## config.mk

```make
export PLATFORM = sky130hd
export DESIGN_NAME = io_bus_arbiter_flat
export DESIGN_NICKNAME = d
export VERILOG_FILES = /design/src/rtl/io_arb_pkg.sv /design/src/rtl/io_bus_arbiter_if.sv /design/src/rtl/io_arb_prio_enc.sv /design/src/rtl/io_bus_arbiter.sv /design/src/flat_wrapper.sv
export SDC_FILE = /design/constraint.sdc
export NUM_CORES = 1
export LEC_CHECK = 0
export ABC_AREA = 1
export CORE_AREA = 2 2 122 124
export CTS_BUF_LIST = sky130_fd_sc_hd__clkbuf_4
export DETAILED_ROUTE_END_ITERATION = 8
export DIE_AREA = 0 0 124 126
export PLACE_DENSITY = 0.8
export SLEW_MARGIN = 20
export SYNTH_ARGS = -nofsm -noshare
export SYNTH_HDL_FRONTEND = slang
export SYNTH_SLANG_ARGS = --single-unit
```

## constraint.sdc

```tcl
create_clock -name clk_mem -period 4.4 [get_ports clk_mem]
set_input_delay 0.88 -clock clk_mem [delete_from_list [all_inputs] [get_ports clk_mem]]
set_output_delay 0.88 -clock clk_mem [all_outputs]
set_load 0.005 [all_outputs]
```

## src/rtl/io_arb_pkg.sv

```systemverilog
// Shared types and constants for the I/O bus arbiter.
package io_arb_pkg;

    typedef enum logic [0:0] {
        ARB_OPEN   = 1'b0,
        ARB_LOCKED = 1'b1
    } arb_state_e;

    localparam logic [1:0] W_BYTE = 2'd0;
    localparam logic [1:0] W_HALF = 2'd1;
    localparam logic [1:0] W_WORD = 2'd2;

    // Bits needed to index n items; never less than 1.
    function automatic int unsigned clog2(input int unsigned n);
        int unsigned r;
        r = 0;
        for (int i = 0; i < 32; i++) begin
            if ((64'd1 << i) < 64'(n)) r = 32'(i + 1);
        end
        return (r == 0) ? 1 : r;
    endfunction

endpackage

```

## src/rtl/io_bus_arbiter_if.sv

```systemverilog
// Requester, response and I/O-block signals of the arbiter; slave = arbiter view.
interface io_bus_arbiter_if #(
    parameter int unsigned N_REQ  = 3,
    parameter int unsigned ADDR_W = 24
);
    logic [N_REQ-1:0]        req_valid;
    logic [N_REQ-1:0]        req_write;
    logic [N_REQ*ADDR_W-1:0] req_addr;
    logic [N_REQ*32-1:0]     req_wdata;
    logic [N_REQ*2-1:0]      req_width;
    logic [N_REQ-1:0]        req_lock;
    logic [N_REQ-1:0]        req_ready;
    logic [N_REQ-1:0]        rsp_valid;
    logic [31:0]             rsp_rdata;
    logic [ADDR_W-1:0]       io_addr;
    logic [31:0]             io_data_in;
    logic                    io_read;
    logic                    io_write;
    logic [1:0]              io_width;
    logic [31:0]             io_data_out;

    modport slave (
        input  req_valid, req_write, req_addr, req_wdata, req_width, req_lock, io_data_out,
        output req_ready, rsp_valid, rsp_rdata, io_addr, io_data_in, io_read, io_write, io_width
    );

    modport master (
        output req_valid, req_write, req_addr, req_wdata, req_width, req_lock, io_data_out,
        input  req_ready, rsp_valid, rsp_rdata, io_addr, io_data_in, io_read, io_write, io_width
    );
endinterface

```

## src/rtl/io_arb_prio_enc.sv

```systemverilog
// Lowest-index-first one-hot priority encoder with any-valid flag.
module io_arb_prio_enc #(
    parameter int unsigned N = 3
) (
    input  logic [N-1:0] req,
    output logic [N-1:0] gnt,
    output logic         any
);
    // Two's complement isolates the lowest set bit.
    assign gnt = req & (~req + N'(1));
    assign any = |req;
endmodule

```

## src/rtl/io_bus_arbiter.sv

```systemverilog
// Fixed-priority arbiter with bus lock in front of the I/O register block.
module io_bus_arbiter
    import io_arb_pkg::*;
#(
    parameter int unsigned N_REQ        = 3,
    parameter int unsigned ADDR_W       = 24,
    parameter int unsigned LOCK_TIMEOUT = 16
) (
    input  logic           clk_mem,
    input  logic           rst,
    io_bus_arbiter_if.slave bus
);
    localparam int unsigned TAG_W = clog2(N_REQ);
    localparam int unsigned CNT_W = clog2(LOCK_TIMEOUT + 1);
    localparam logic [CNT_W-1:0] CNT_MAX = CNT_W'(LOCK_TIMEOUT);

    arb_state_e        state_q, state_d;
    logic [TAG_W-1:0]  owner_q, owner_d;
    logic [CNT_W-1:0]  idle_q, idle_d, idle_inc;

    logic [N_REQ-1:0]  owner_mask, cand, gnt;
    logic              any_gnt;
    logic [TAG_W-1:0]  gnt_idx;

    logic              io_read_q, io_read_d, io_write_q, io_write_d;
    logic [ADDR_W-1:0] io_addr_q, io_addr_d;
    logic [31:0]       io_data_in_q, io_data_in_d;
    logic [1:0]        io_width_q, io_width_d;
    logic [TAG_W-1:0]  tag_q, tag_d;
    logic [N_REQ-1:0]  rsp_valid_q, rsp_valid_d;
    logic [31:0]       rsp_rdata_q, rsp_rdata_d;

    // While locked, only the owner competes.
    assign owner_mask = N_REQ'(1) << owner_q;
    assign cand       = (state_q == ARB_LOCKED) ? (bus.req_valid & owner_mask) : bus.req_valid;

    io_arb_prio_enc #(.N(N_REQ)) u_prio_enc (
        .req (cand),
        .gnt (gnt),
        .any (any_gnt)
    );

    always_comb begin
        gnt_idx = '0;
        for (int i = 0; i < int'(N_REQ); i++) begin
            if (gnt[i]) gnt_idx = TAG_W'(i);
        end
    end

    assign bus.req_ready = gnt;

    // Lock FSM and saturating idle counter.
    always_comb begin
        state_d  = state_q;
        owner_d  = owner_q;
        idle_d   = idle_q;
        idle_inc = (idle_q == CNT_MAX) ? idle_q : idle_q + CNT_W'(1);
        case (state_q)
            ARB_OPEN: begin
                if (any_gnt && bus.req_lock[gnt_idx]) begin
                    state_d = ARB_LOCKED;
                    owner_d = gnt_idx;
                    idle_d  = '0;
                end
            end
            ARB_LOCKED: begin
                if (any_gnt) begin
                    idle_d = '0;
                    if (!bus.req_lock[gnt_idx]) state_d = ARB_OPEN;
                end else if (idle_inc == CNT_MAX) begin
                    state_d = ARB_OPEN;
                    idle_d  = '0;
                end else begin
                    idle_d = idle_inc;
                end
            end
            default: state_d = ARB_OPEN;
        endcase
    end

    // Issue and response stages.
    always_comb begin
        io_read_d    = any_gnt & ~bus.req_write[gnt_idx];
        io_write_d   = any_gnt &  bus.req_write[gnt_idx];
        io_addr_d    = io_addr_q;
        io_data_in_d = io_data_in_q;
        io_width_d   = io_width_q;
        tag_d        = tag_q;
        if (any_gnt) begin
            io_addr_d    = bus.req_addr[gnt_idx*ADDR_W +: ADDR_W];
            io_data_in_d = bus.req_wdata[gnt_idx*32 +: 32];
            io_width_d   = bus.req_width[gnt_idx*2 +: 2];
            tag_d        = gnt_idx;
        end
        rsp_valid_d = (io_read_q || io_write_q) ? (N_REQ'(1) << tag_q) : '0;
        rsp_rdata_d = io_read_q ? bus.io_data_out : 32'd0;
    end

    always_ff @(posedge clk_mem or posedge rst) begin
        if (rst) begin
            state_q      <= ARB_OPEN;
            owner_q      <= '0;
            idle_q       <= '0;
            io_read_q    <= 1'b0;
            io_write_q   <= 1'b0;
            io_addr_q    <= '0;
            io_data_in_q <= '0;
            io_width_q   <= '0;
            tag_q        <= '0;
            rsp_valid_q  <= '0;
            rsp_rdata_q  <= '0;
        end else begin
            state_q      <= state_d;
            owner_q      <= owner_d;
            idle_q       <= idle_d;
            io_read_q    <= io_read_d;
            io_write_q   <= io_write_d;
            io_addr_q    <= io_addr_d;
            io_data_in_q <= io_data_in_d;
            io_width_q   <= io_width_d;
            tag_q        <= tag_d;
            rsp_valid_q  <= rsp_valid_d;
            rsp_rdata_q  <= rsp_rdata_d;
        end
    end

    assign bus.io_read    = io_read_q;
    assign bus.io_write   = io_write_q;
    assign bus.io_addr    = io_addr_q;
    assign bus.io_data_in = io_data_in_q;
    assign bus.io_width   = io_width_q;
    assign bus.rsp_valid  = rsp_valid_q;
    assign bus.rsp_rdata  = rsp_rdata_q;

endmodule

```

## src/flat_wrapper.sv

```systemverilog
// flat-port wrapper written by rule: the top's interface ports become plain ports
module io_bus_arbiter_flat import io_arb_pkg::*;
#(
    parameter int unsigned N_REQ        = 3,
    parameter int unsigned ADDR_W       = 24,
    parameter int unsigned LOCK_TIMEOUT = 16
)
  (clk_mem, rst, bus_req_valid, bus_req_write, bus_req_addr, bus_req_wdata, bus_req_width, bus_req_lock, bus_io_data_out, bus_req_ready, bus_rsp_valid, bus_rsp_rdata, bus_io_addr, bus_io_data_in, bus_io_read, bus_io_write, bus_io_width);
  io_bus_arbiter_if #(.N_REQ(N_REQ), .ADDR_W(ADDR_W)) bus_i ();
  input  logic clk_mem;
  input  logic rst;
  input wire logic [$bits(bus_i.req_valid)-1:0] bus_req_valid;
  input wire logic [$bits(bus_i.req_write)-1:0] bus_req_write;
  input wire logic [$bits(bus_i.req_addr)-1:0] bus_req_addr;
  input wire logic [$bits(bus_i.req_wdata)-1:0] bus_req_wdata;
  input wire logic [$bits(bus_i.req_width)-1:0] bus_req_width;
  input wire logic [$bits(bus_i.req_lock)-1:0] bus_req_lock;
  input wire logic [$bits(bus_i.io_data_out)-1:0] bus_io_data_out;
  output wire logic [$bits(bus_i.req_ready)-1:0] bus_req_ready;
  output wire logic [$bits(bus_i.rsp_valid)-1:0] bus_rsp_valid;
  output wire logic [$bits(bus_i.rsp_rdata)-1:0] bus_rsp_rdata;
  output wire logic [$bits(bus_i.io_addr)-1:0] bus_io_addr;
  output wire logic [$bits(bus_i.io_data_in)-1:0] bus_io_data_in;
  output wire logic [$bits(bus_i.io_read)-1:0] bus_io_read;
  output wire logic [$bits(bus_i.io_write)-1:0] bus_io_write;
  output wire logic [$bits(bus_i.io_width)-1:0] bus_io_width;
  assign bus_i.req_valid = bus_req_valid;
  assign bus_i.req_write = bus_req_write;
  assign bus_i.req_addr = bus_req_addr;
  assign bus_i.req_wdata = bus_req_wdata;
  assign bus_i.req_width = bus_req_width;
  assign bus_i.req_lock = bus_req_lock;
  assign bus_i.io_data_out = bus_io_data_out;
  assign bus_req_ready = bus_i.req_ready;
  assign bus_rsp_valid = bus_i.rsp_valid;
  assign bus_rsp_rdata = bus_i.rsp_rdata;
  assign bus_io_addr = bus_i.io_addr;
  assign bus_io_data_in = bus_i.io_data_in;
  assign bus_io_read = bus_i.io_read;
  assign bus_io_write = bus_i.io_write;
  assign bus_io_width = bus_i.io_width;
  io_bus_arbiter #(.N_REQ(N_REQ), .ADDR_W(ADDR_W), .LOCK_TIMEOUT(LOCK_TIMEOUT)) u_core (.clk_mem(clk_mem), .rst(rst), .bus(bus_i));
endmodule
```

# Word level (Yosys, flattened, before mapping)
# Index checks and enable logic that the tools add are counted.
[classes]
n_addsub = 2
mul = 1
div = 0
order_cmp = 1
n_eq_ne = 3
n_shift = 5
muxes = 19
bitwise_logic = 7
n_reduce_logical = 4
[op_table]
columns = ["operator", "n"]
rows = [
  ["variable part select 96 x 8 -> 32 bit", 1],
  ["variable part select 72 x 8 -> 24 bit", 1],
  ["2-to-1 mux 32 bit", 1],
  ["2-to-1 mux 5 bit", 4],
  ["equality test 5 bit (second input constant)", 2],
  ["one-hot mux 5 bit (2 select lines)", 1],
  ["2-to-1 mux 1 bit", 7],
  ["bitwise AND 3 bit", 2],
  ["2-to-1 mux 3 bit", 2],
  ["variable part select 6 x 4 -> 2 bit", 1],
  ["left shift 1 x 2 -> 3 bit (first input constant)", 2],
  ["adder 5 x 1 -> 5 bit (second input constant)", 1],
  ["binary-select mux 1 bit (select 2 bit)", 2],
  ["multiplier 2 x 2 -> 4 bit (second input constant)", 1],
  ["adder 3 x 1 -> 3 bit (second input constant)", 1],
  ["less-than comparator 2 x 3 -> 1 bit (second input constant)", 1],
  ["inverter 3 bit", 1],
  ["OR reduction 3 bit", 1],
  ["bitwise AND 1 bit", 2],
  ["2-to-1 mux 2 bit", 1],
  ["inequality test 2 x 1 -> 1 bit (second input constant)", 1],
  ["inverter 1 bit", 2],
  ["one-hot mux 1 bit (2 select lines)", 1],
  ["AND reduction 2 bit", 1],
  ["2 further kinds", 2],
]
[totals]
ff_bits = 105
latch_bits = 0
mem_bits_rw = 0
rom_bits = 0
inputBits = 217
output_inout_bits = 98
mem_count = 0

# Longest topological paths before layout
# Gate-level depths: netlist (run 1).
[depth]
word_depth = 13
depth_mapped = 11
depth_no_buf = 10

# Hierarchy
# A second synthesis (run 1) with hierarchy kept.
[unflattened]
hier_cells = 594
hier_area_um2 = 5093.6
[by_module_without_submodules]
columns = ["module", "instances", "cells_each", "area_each_um2"]
rows = [
  ["io_bus_arbiter", 1, 586, 5053.6],
  ["io_arb_prio_enc", 1, 8, 40.0],
]

# Worst setup path after synthesis (run 1)
# Ideal clock, no wire load.
[synth_path]
kind = "input-to-output"
start = "input port bus_req_valid[2]"
end = "output port bus_req_ready[2]"
arrival_ps = 1553
required_time_ps = 3520
path_slack_ps = 1967
cell_stages = 4
path_buffers = 1
path_cell_list = "a21boi_4 -> nand3_1 -> inv_2 -> buf_2"
[synth_via]
elab_chain_cells = 5
[synth_rtl]
columns = ["element", "line_no", "rtl"]
rows = [
  ["start, declared", "flat_wrapper.sv:12", "input wire logic [$bits(bus_i.req_valid)-1:0] bus_req_valid;"],
  ["bitwise AND 3 bit", "io_bus_arbiter.sv:35", "assign cand = (state_q == ARB_LOCKED) ? (bus.req_valid & owner_mask) : bus.req_valid;"],
  ["2-to-1 mux 3 bit *", "io_bus_arbiter.sv:35", ""],
  ["inverter 3 bit", "io_arb_prio_enc.sv:10", "assign gnt = req & (~req + N'(1));"],
  ["adder 3 x 1 -> 3 bit", "io_arb_prio_enc.sv:10", ""],
  ["bitwise AND 3 bit *", "io_arb_prio_enc.sv:10", ""],
  ["end, declared", "flat_wrapper.sv:19", "output wire logic [$bits(bus_i.req_ready)-1:0] bus_req_ready;"],
]
# Mark *: on every way between the ends. The rest lies on a longest branch, timed or not.

# Worst setup path after layout (run 1)
# Same ends and word-level chain as after synthesis.

==> results of run 1 <==
metal layers:
layer  part of all wire [%]  GRT usage, %
met1                     38         24.47
met2                     50         40.63
met3                    9.6         6.295
met4                    2.9         8.592
met5                      0             0
layout by cell type (no fill, tap or decap):
cell / synthesis / routed
sky130_fd_sc_hd__ha_1: 2 / 2
sky130_fd_sc_hd__inv_4: 0 / 1
sky130_fd_sc_hd__o21ai_1: 59 / 59
sky130_fd_sc_hd__nand3_1: 13 / 13
sky130_fd_sc_hd__diode_2: 0 / 1
sky130_fd_sc_hd__a21oi_1: 61 / 61
sky130_fd_sc_hd__inv_6: 0 / 1
sky130_fd_sc_hd__buf_12: 0 / 2
sky130_fd_sc_hd__or2_1: 1 / 1
sky130_fd_sc_hd__nor2_4: 1 / 1
sky130_fd_sc_hd__a21boi_4: 1 / 1
sky130_fd_sc_hd__inv_2: 3 / 3
sky130_fd_sc_hd__o21ai_0: 1 / 1
sky130_fd_sc_hd__clkinv_1: 2 / 2
sky130_fd_sc_hd__nand2_1: 295 / 295
sky130_fd_sc_hd__buf_4: 6 / 6
sky130_fd_sc_hd__nand4_1: 3 / 3
sky130_fd_sc_hd__clkinv_2: 0 / 1
sky130_fd_sc_hd__clkinvlp_4: 0 / 2
sky130_fd_sc_hd__clkinv_4: 0 / 1
sky130_fd_sc_hd__nand3b_1: 2 / 2
sky130_fd_sc_hd__clkdlybuf4s50_1: 0 / 314
sky130_fd_sc_hd__dfrtp_1: 105 / 105
sky130_fd_sc_hd__nor2_1: 63 / 63
sky130_fd_sc_hd__xor2_1: 3 / 3
sky130_fd_sc_hd__nand2_2: 3 / 3
sky130_fd_sc_hd__inv_1: 45 / 44
sky130_fd_sc_hd__nor3_1: 3 / 3
sky130_fd_sc_hd__nor2_2: 1 / 1
sky130_fd_sc_hd__bufinv_16: 0 / 1
sky130_fd_sc_hd__clkbuf_4: 0 / 10
power breakdown:
group	internal [mW]	leakage, nW	total, mW	switching (mW)
Combinational	1.14	2.74	2.20	1.06
Sequential	1.35	1.32	1.55	0.200
Clock	0.182	0.0730	0.507	0.325
synthesized netlist by cell type (all sizes together):
library cell and instances:
dfrtp 105, buf 26, or2 1, clkbuf 14
nor2 65, nand3b 2, inv 48, nand2 298
ha 2, nand4 3, clkinv 2, nand3 13
o21ai 60, nor3 3, a21boi 1, xor2 3
a21oi 61
flip-flops by register name (all words and copies together) (netlist names):
name                   count
u_core.bus.io_data_in     32
u_core.bus.io_write        1
u_core.bus.rsp_valid       3
u_core.owner_q             2
u_core.bus.io_width        2
u_core.bus.io_addr        24
u_core.tag_q               2
u_core.bus.io_read         1
u_core.state_q             1
u_core.bus.rsp_rdata      32
u_core.idle_q              5
cells by family (layout without fill, tap and decap cells):
kind of cell | count (synthesis) | in the layout | synth area share [%]
other | 0 | 1 | 0
buffers and inverters | 90 | 388 | 7.382
adders and majority gates | 2 | 2 | 0.4824
DFF | 105 | 105 | 50.66
AOI/OAI and AO/OA | 122 | 122 | 12.04
xor gates and xnor gates | 3 | 3 | 0.5067
and+or+nand+nor | 385 | 385 | 28.93
stage by stage:
step           area (um2)  std cells  hold WS, ns
3_5_place_dp         8452       1173       0.4473
6_report             8597       1190       0.4677
3_3_place_gp         8452       1173       0.4408
5_1_grt              8597       1190       0.5056
2_1_floorplan        5186        707       0.4309
4_1_cts              8594       1189       0.4632
worst paths after layout:
kind	startpoint	end	slack, ns	cells past startpoint
max	bus_req_valid[2]	bus_req_ready[2]	1.24	5
min	u_core.tag_q[1]	u_core.bus.rsp_valid[1]	0.47	1
max reg2reg	u_core.owner_q[0]	u_core.idle_q[2]	2.22	9
min reg2reg	u_core.tag_q[1]	u_core.bus.rsp_valid[1]	0.47	1
max in group asynchronous	rst	u_core.bus.io_addr[22]	2.81	3
min in group asynchronous	rst	u_core.bus.rsp_rdata[5]	0.82	2
layout make-up:
cell class	instances	share of cell area [%]
well taps	184	2.678
repair buffers	322	37.55
inverters	50	2.212
flip-flops and latches	105	30.56
clock inverters	6	0.7859
diodes	1	0.02911
multi-input cells	512	25.31
clock buffers	10	0.8732
critical path, cell delays in order:
cell                              delay [ns]
sky130_fd_sc_hd__clkdlybuf4s50_1        0.46
sky130_fd_sc_hd__a21boi_4               0.17
sky130_fd_sc_hd__nand3_1                0.15
sky130_fd_sc_hd__inv_2                  0.09
sky130_fd_sc_hd__clkdlybuf4s50_1        0.53
==> results.sh, run 1 <==
export IMPL_cts_max_path_buffers=2
export IMPL_status="completed"
export IMPL_report_final_slew_viol_count=0
export IMPL_finished_core_util_pct=60.06
export IMPL_synth_area_top_cells="sky130_fd_sc_hd__dfrtp_1, sky130_fd_sc_hd__nand2_1, sky130_fd_sc_hd__a21oi_1"
export IMPL_cts_sink_count=105
export IMPL_die_span_in_x_um=124
export IMPL_post_cts_repair_setup_buffers=0
export IMPL_final_setup_skew_ns=0.01088
export IMPL_place_congestion=0.8247
export IMPL_post_cts_hold_buffer_count=0
export IMPL_layout_area_seq_mm2=0.002628
export IMPL_period_minus_slack_ns=3.156
export IMPL_power_leakage_nw=4.132
export IMPL_cts_max_level=3
export IMPL_worst_ir_drop_vdd_mv=0.2397
export IMPL_remaining_drc_errors=0
export IMPL_ys_warnings_count=0
export IMPL_maxCapViolCount=0
export IMPL_synth_seq_area_share_pct=50.66
export IMPL_hpwlAfterDp_um=12680
export IMPL_clk_root_buffer_cell="sky130_fd_sc_hd__clkbuf_4"
export IMPL_pre_cts_slack_ns=1.249
export IMPL_netlist_area_leader_share_pct=50.66
export IMPL_postSynthRegisterBits=105
export IMPL_multi_input_area_mm2=0.002176
export IMPL_hold_path_class="reg2reg"
export IMPL_core_mm2=0.01431
export IMPL_count_of_final_setup_violators=0
export IMPL_drt_pass1_iterations=4
export IMPL_power_density_cells_mw_per_mm2=495.3
export IMPL_grt_use_total_pct=22.43
export IMPL_viasPerCell=4.689
export IMPL_avgRoutedWirePerCell_um=14.93
export IMPL_drt_total_wl_um=17770
export IMPL_die_area_mm2=0.01562
export IMPL_crit_path_start_kind="input port"
export IMPL_rsz0062_at_grt="no"
export IMPL_worst_setup_path_end_kind="output port"
export IMPL_synth_area_per_cell_um2=7.336
export IMPL_slew_at_the_pin_closest_to_its_max_slew_limit_ns=0.7181
export IMPL_max_freq_ghz=0.3169
export IMPL_iteration_0_drc_markers=291
export IMPL_clock_pin_slew_on_the_worst_setup_and_hold_paths_ns=0.16
export IMPL_netlist_top_cell_by_area="sky130_fd_sc_hd__dfrtp_1"
export IMPL_core_rowCount=44
export IMPL_post_cts_resize_count=0
export IMPL_fillCellCount=1281
export IMPL_die_y_um=126
export IMPL_synth_lib_cells_used_distinct=24
export IMPL_drtAntennaViolNets=0
export IMPL_final_ws_setup_ns=1.244
export IMPL_antenna_violations_before_repair=1
export IMPL_path_max_fanout=4
export IMPL_synthesized_cell_area_mm2=0.005186
export IMPL_top_level_ports=315
export IMPL_power_mw=4.258
export IMPL_timing_critical_path_arrival_ns=2.28
export IMPL_nets=1219
export IMPL_vias_in_the_first_global_route=5560
export IMPL_worstPathRequired_ns=3.52
export IMPL_synthesis_nets=926
export IMPL_initial_utilization_pct=36.23
export IMPL_via_count=5580
export IMPL_hold_viol=0
export IMPL_tns_ns=0
export IMPL_layout_drive_gt1_share_pct=3.383
export IMPL_latest_clock_arrival_within_the_worst_skew_pair_ns=0.46
export IMPL_grt_first_pass_wirelength_um=27340
export IMPL_numPortBuffers=314
export IMPL_pin_count_of_the_biggest_net_entering_global_routing=62
export IMPL_layout_area_overhead_vs_synth_pct=65.77
export IMPL_clock_tree_from_tritoncts="yes"
export IMPL_post_route_clock_period_utilization_pct=71.73
export IMPL_cts_inserted_buffers=9
export IMPL_slew_headroom_pct=52.13
export IMPL_global_route_overflow_total=0
export IMPL_critPathKind="in2out"
export IMPL_synthesized_instance_count=707
Power figures use the tool's default switching activity.
==> run 2: changes to the inputs <==
Clock period 4.4 ns to 3.1 ns, I/O delays scaled along.
==> run 2 against run 1 <==
Via count grew 0.32%. Power grew 41%. Worst hold slack lost 0.029 ns. Critical path type is now reg2out. Largest power group unchanged.
==> results.sh, run 2 (synthesis results as in run 1) <==
export IMPL_status="completed"
export IMPL_cts_max_path_buffers=2
export IMPL_post_cts_resize_count=0
export IMPL_via_count=5598
export IMPL_power_switching_mw=2.280
export IMPL_initial_utilization_pct=36.23
export IMPL_vias_in_the_first_global_route=5440
export IMPL_worstPathRequired_ns=2.48
export IMPL_maxCapViolCount=0
export IMPL_max_freq_ghz=0.3734
export IMPL_nets=1222
export IMPL_total_internal_power_mw=3.711
export IMPL_viasPerCell=4.692
export IMPL_grt_first_pass_wirelength_um=27300
export IMPL_place_congestion=0.8253
export IMPL_power_clock_fraction_pct=11.4
export IMPL_worst_setup_path_end_kind="output port"
export IMPL_core_rowCount=44
export IMPL_rsz0062_at_grt="no"
export IMPL_layout_drive_gt1_share_pct=3.571
export IMPL_pin_count_of_the_biggest_net_entering_global_routing=106
export IMPL_layout_common_cells="sky130_fd_sc_hd__clkdlybuf4s50_1, sky130_fd_sc_hd__nand2_1, sky130_fd_sc_hd__dfrtp_1"
export IMPL_antenna_violations_before_repair=1
export IMPL_crit_path_start_kind="flop"
export IMPL_tns_ns=0
export IMPL_die_area_mm2=0.01562
export IMPL_iteration_0_drc_markers=330
export IMPL_layout_area_overhead_vs_synth_pct=65.65
export IMPL_power_mw=5.991
export IMPL_hold_path_class="reg2reg"
export IMPL_power_density_cells_mw_per_mm2=697.4
export IMPL_die_span_in_x_um=124
export IMPL_met2_grt_util_pct=39.85
export IMPL_remaining_drc_errors=0
export IMPL_die_y_um=126
export IMPL_global_route_overflow_total=0
export IMPL_period_minus_slack_ns=2.678
export IMPL_final_ws_setup_ns=0.4216
export IMPL_worst_ir_drop_vdd_mv=0.3325
export IMPL_cts_sink_count=105
export IMPL_path_max_fanout=5
export IMPL_slew_headroom_pct=53.83
export IMPL_critPathKind="reg2out"
export IMPL_clock_tree_from_tritoncts="yes"
export IMPL_clk_root_buffer_cell="sky130_fd_sc_hd__clkbuf_4"
export IMPL_report_final_slew_viol_count=0
export IMPL_pre_cts_slack_ns=0.4449
export IMPL_latest_clock_arrival_within_the_worst_skew_pair_ns=0.49
export IMPL_avgRoutedWirePerCell_um=14.87
export IMPL_drt_pass1_iterations=4
export IMPL_count_of_final_setup_violators=0
export IMPL_numPortBuffers=314
export IMPL_grt_use_total_pct=22.78
export IMPL_top_level_ports=315
export IMPL_hpwlAfterDp_um=12580
export IMPL_p_comb_share_pct=51.9
export IMPL_post_cts_repair_setup_buffers=0
export IMPL_post_route_clock_period_utilization_pct=86.40
export IMPL_final_common_cell="sky130_fd_sc_hd__clkdlybuf4s50_1"
export IMPL_power_leakage_nw=4.138
export IMPL_switching_share_pct=38.05
export IMPL_layout_cells_non_filler=1193
export IMPL_slew_at_the_pin_closest_to_its_max_slew_limit_ns=0.6925
export IMPL_power_frac_seq_pct=36.7
export IMPL_post_cts_hold_buffer_count=0
export IMPL_core_mm2=0.01431
export IMPL_cts_max_level=3
export IMPL_timing_critical_path_arrival_ns=2.06
export IMPL_drtAntennaViolNets=0
export IMPL_cts_inserted_buffers=9
export IMPL_final_setup_skew_ns=0.03413
export IMPL_dpl_cell_count=1176
export IMPL_global_routing_met1_resource_utilization_pct=25.22
export IMPL_hold_viol=0
export IMPL_grt_most_used_layer="met2"
export IMPL_drt_total_wl_um=17740
export IMPL_global_route_usage_met3_pct=6.476
export IMPL_clock_pin_slew_on_the_worst_setup_and_hold_paths_ns=0.19
[run 2: through the flow]
step                      area [um2]  utilization (%)  hold slack [ns]
final                           8591            60.02           0.4387
after global routing            8591            60.02           0.4480
after CTS                       8588            60.00           0.4318
after detailed placement        8463            59.13           0.4564
after global placement          8463            59.13           0.4369
after floorplan                 5190                -           0.4309
[run 2: power by group through the flow]
stage          Combinational [mW]  Clock [mW]  Sequential [mW]
2_1_floorplan                1.31           0             2.26
3_3_place_gp                 3.10           0             2.21
3_5_place_dp                 3.15           0             2.23
4_1_cts                      3.16       0.714             2.20
5_1_grt                      3.46       0.760             2.27
6_report                     3.11       0.682             2.20
[run 2: area by class of cell]
class / count / area, um2
Fill cell: 1302 / 5723
Timing Repair Buffer: 325 / 3238
Sequential cell: 105 / 2628
Multi-Input combinational cell: 512 / 2176
Tap cell: 184 / 230.2
Inverter: 50 / 191.4
Clock buffer: 9 / 67.56
Clock inverter: 7 / 57.56
Antenna cell: 1 / 2.502
[run 2: critical path, stage by stage, from the launching register on]
cell	delay, ns
sky130_fd_sc_hd__dfrtp_1	0.42
sky130_fd_sc_hd__clkinv_1	0.09
sky130_fd_sc_hd__nand2_1	0.06
sky130_fd_sc_hd__nand2_1	0.06
sky130_fd_sc_hd__nand2_2	0.13
sky130_fd_sc_hd__nand3_1	0.19
sky130_fd_sc_hd__inv_2	0.10
sky130_fd_sc_hd__clkdlybuf4s50_1	0.52
[run 2: path summary, 6_finish.rpt]
check / from / to / slack (ns) / cells after the start
min in group asynchronous: rst / u_core.bus.io_data_in[24] / 0.59 / 3
min reg2reg: u_core.tag_q[0] / u_core.bus.rsp_valid[2] / 0.44 / 1
max reg2reg: u_core.owner_q[0] / u_core.idle_q[2] / 0.99 / 11
max: u_core.owner_q[0] / bus_req_ready[2] / 0.42 / 7
max in group asynchronous: rst / u_core.bus.io_data_in[4] / 2.01 / 3
min: u_core.tag_q[0] / u_core.bus.rsp_valid[2] / 0.44 / 1
[run 2: metal layers]
metal	part of all wire (%)	vias up
met5	0	-
met4	3.0	0
met1	38	2542
met3	9.7	37
met2	50	235
li1	-	2784
==> run 3: changes to the inputs <==
Settings changed: CELL_PAD_IN_SITES_DETAIL_PLACEMENT set to 0, CELL_PAD_IN_SITES_GLOBAL_PLACEMENT set to 1, CORE_AREA 2 2 122 124 to unset, CORE_MARGIN set to 2, CORE_UTILIZATION set to 26, DIE_AREA 0 0 124 126 to unset, GPL_ROUTABILITY_DRIVEN set to 0, PLACE_DENSITY 0.8 to 0.84.
==> run 3 against run 2 <==
Count of clock-buffer cells in the layout stayed put. Routed wire length is 7.3% higher. Register-to-register slack worse by 0.02 ns. Cell area is 2.0% higher. Critical path depth is 2 lower. Core utilization is 15 points lower. Combinational power hardly changed. Die area is 35% higher. Critical path type is now in2out. Critical endpoint unchanged.
==> results.sh, run 3 (synthesis results as in run 1) <==
export IMPL_drt_pass1_iterations=4
export IMPL_pin_count_of_the_biggest_net_entering_global_routing=62
export IMPL_die_area_mm2=0.02109
export IMPL_clock_tree_from_tritoncts="yes"
export IMPL_critPathKind="in2out"
export IMPL_die_span_in_x_um=145.2
export IMPL_post_cts_hold_buffer_count=0
export IMPL_layout_drive_gt1_share_pct=3.766
export IMPL_power_leakage_nw=4.169
export IMPL_layout_area_overhead_vs_synth_pct=69.02
export IMPL_cts_sink_count=105
export IMPL_fillCellCount=1999
export IMPL_hold_viol=0
export IMPL_antenna_violations_before_repair=2
export IMPL_cts_max_level=3
export IMPL_grt_use_total_pct=17.78
export IMPL_layout_cells_non_filler=1276
export IMPL_max_freq_ghz=0.3769
export IMPL_tns_ns=0
export IMPL_top_level_ports=315
export IMPL_iteration_0_drc_markers=194
export IMPL_period_minus_slack_ns=2.653
export IMPL_worstPathRequired_ns=2.48
export IMPL_final_setup_skew_ns=0.02394
export IMPL_avgRoutedWirePerCell_um=14.91
export IMPL_worst_ir_drop_vdd_mv=0.2868
export IMPL_vias_in_the_first_global_route=5571
export IMPL_final_common_cell="sky130_fd_sc_hd__clkdlybuf4s50_1"
export IMPL_post_cts_resize_count=0
export IMPL_count_of_final_setup_violators=0
export IMPL_drt_total_wl_um=19030
export IMPL_crit_path_start_kind="input port"
export IMPL_core_mm2=0.01953
export IMPL_drtAntennaViolNets=0
export IMPL_power_density_cells_mw_per_mm2=708.8
export IMPL_global_route_overflow_total=0
export IMPL_rrSetupSlack_ns=0.97
export IMPL_dpl_cell_count=1258
export IMPL_report_final_slew_viol_count=0
export IMPL_slew_at_the_pin_closest_to_its_max_slew_limit_ns=0.7171
export IMPL_cts_max_path_buffers=2
export IMPL_status="completed"
export IMPL_clk_root_buffer_cell="sky130_fd_sc_hd__clkbuf_4"
export IMPL_post_cts_repair_setup_buffers=0
export IMPL_cts_inserted_buffers=9
export IMPL_die_y_um=145.2
export IMPL_grt_first_pass_wirelength_um=29930
export IMPL_worst_setup_path_end_kind="output port"
export IMPL_viasPerCell=4.351
export IMPL_initial_utilization_pct=26.56
export IMPL_core_rowCount=51
export IMPL_timing_critical_path_arrival_ns=2.03
export IMPL_clock_pin_slew_on_the_worst_setup_and_hold_paths_ns=0.18
export IMPL_path_max_fanout=4
export IMPL_hpwlAfterDp_um=13650
export IMPL_slew_headroom_pct=52.19
export IMPL_post_route_clock_period_utilization_pct=85.60
export IMPL_nets=1223
export IMPL_layout_common_cells="sky130_fd_sc_hd__clkdlybuf4s50_1, sky130_fd_sc_hd__nand2_1, sky130_fd_sc_hd__dfrtp_1"
export IMPL_maxCapViolCount=0
export IMPL_hold_path_class="reg2reg"
export IMPL_via_count=5552
export IMPL_numPortBuffers=314
export IMPL_latest_clock_arrival_within_the_worst_skew_pair_ns=0.48
export IMPL_remaining_drc_errors=0
export IMPL_rsz0062_at_grt="no"
[run 3: path summary, 6_finish.rpt]
| kind | startpoint | end | cells after the start |
|---|---|---|---|
| worst max-delay path | bus_req_valid[2] | bus_req_ready[2] | 5 |
| worst min-delay path | u_core.tag_q[1] | u_core.bus.rsp_valid[0] | 1 |
| min in group asynchronous | rst | u_core.bus.io_addr[4] | 2 |
| max in group asynchronous | rst | u_core.tag_q[1] | 3 |
| worst min register to register | u_core.tag_q[1] | u_core.bus.rsp_valid[0] | 1 |
| worst max register to register | u_core.owner_q[1] | u_core.idle_q[2] | 11 |
[run 3: area by class of cell]
cell class / instances / area (um2) / share of cell area, %
tap: 265 / 331.6 / 3.782
timing repair buffer: 326 / 3258 / 37.17
sequential: 105 / 2628 / 29.97
clock buffer: 9 / 67.56 / 0.7708
inverter: 50 / 191.4 / 2.184
clock inverter: 7 / 108.9 / 1.242
antenna: 2 / 5.005 / 0.05709
multi-input combinational: 512 / 2176 / 24.82
[run 3: report_power, final]
| group | internal (mW) | switching (mW) |
|---|---|---|
| sequential | 1.91 | 0.308 |
| combinational | 1.63 | 1.50 |
| clock | 0.344 | 0.519 |
| total | 3.89 | 2.32 |
[run 3: layer usage]
layer / vias to the layer above / wire, um / global-route usage, %
met5: - / 0 / 0
met4: 0 / 487 / 6.471
met3: 29 / 1336 / 5.031
met2: 216 / 9180 / 30.47
met1: 2513 / 8024 / 21.24
li1: 2794 / - / -
[run 3: worst max-delay path, cell delays in order]
cell	delay [ns]
sky130_fd_sc_hd__clkdlybuf4s50_1	0.45
sky130_fd_sc_hd__a21boi_4	0.17
sky130_fd_sc_hd__nand3_1	0.16
sky130_fd_sc_hd__inv_2	0.09
sky130_fd_sc_hd__clkdlybuf4s50_1	0.54
[run 3: through the flow]
| step | total power [mW] | setup WS [ns] | instance area (um2) | hold slack [ns] | util [%] |
|---|---|---|---|---|---|
| floorplan | 3.571 | 1.187 | 5190 | 0.4309 | - |
| global placement | 5.380 | 0.4247 | 8584 | 0.4428 | 43.96 |
| detailed placement | 5.423 | 0.4429 | 8584 | 0.4460 | 43.96 |
| CTS | 6.297 | 0.3887 | 8761 | 0.4612 | 44.87 |
| global route | 6.685 | 0.2684 | 8766 | 0.4779 | 44.89 |
| finish | 6.213 | 0.4465 | 8766 | 0.4552 | 44.89 |
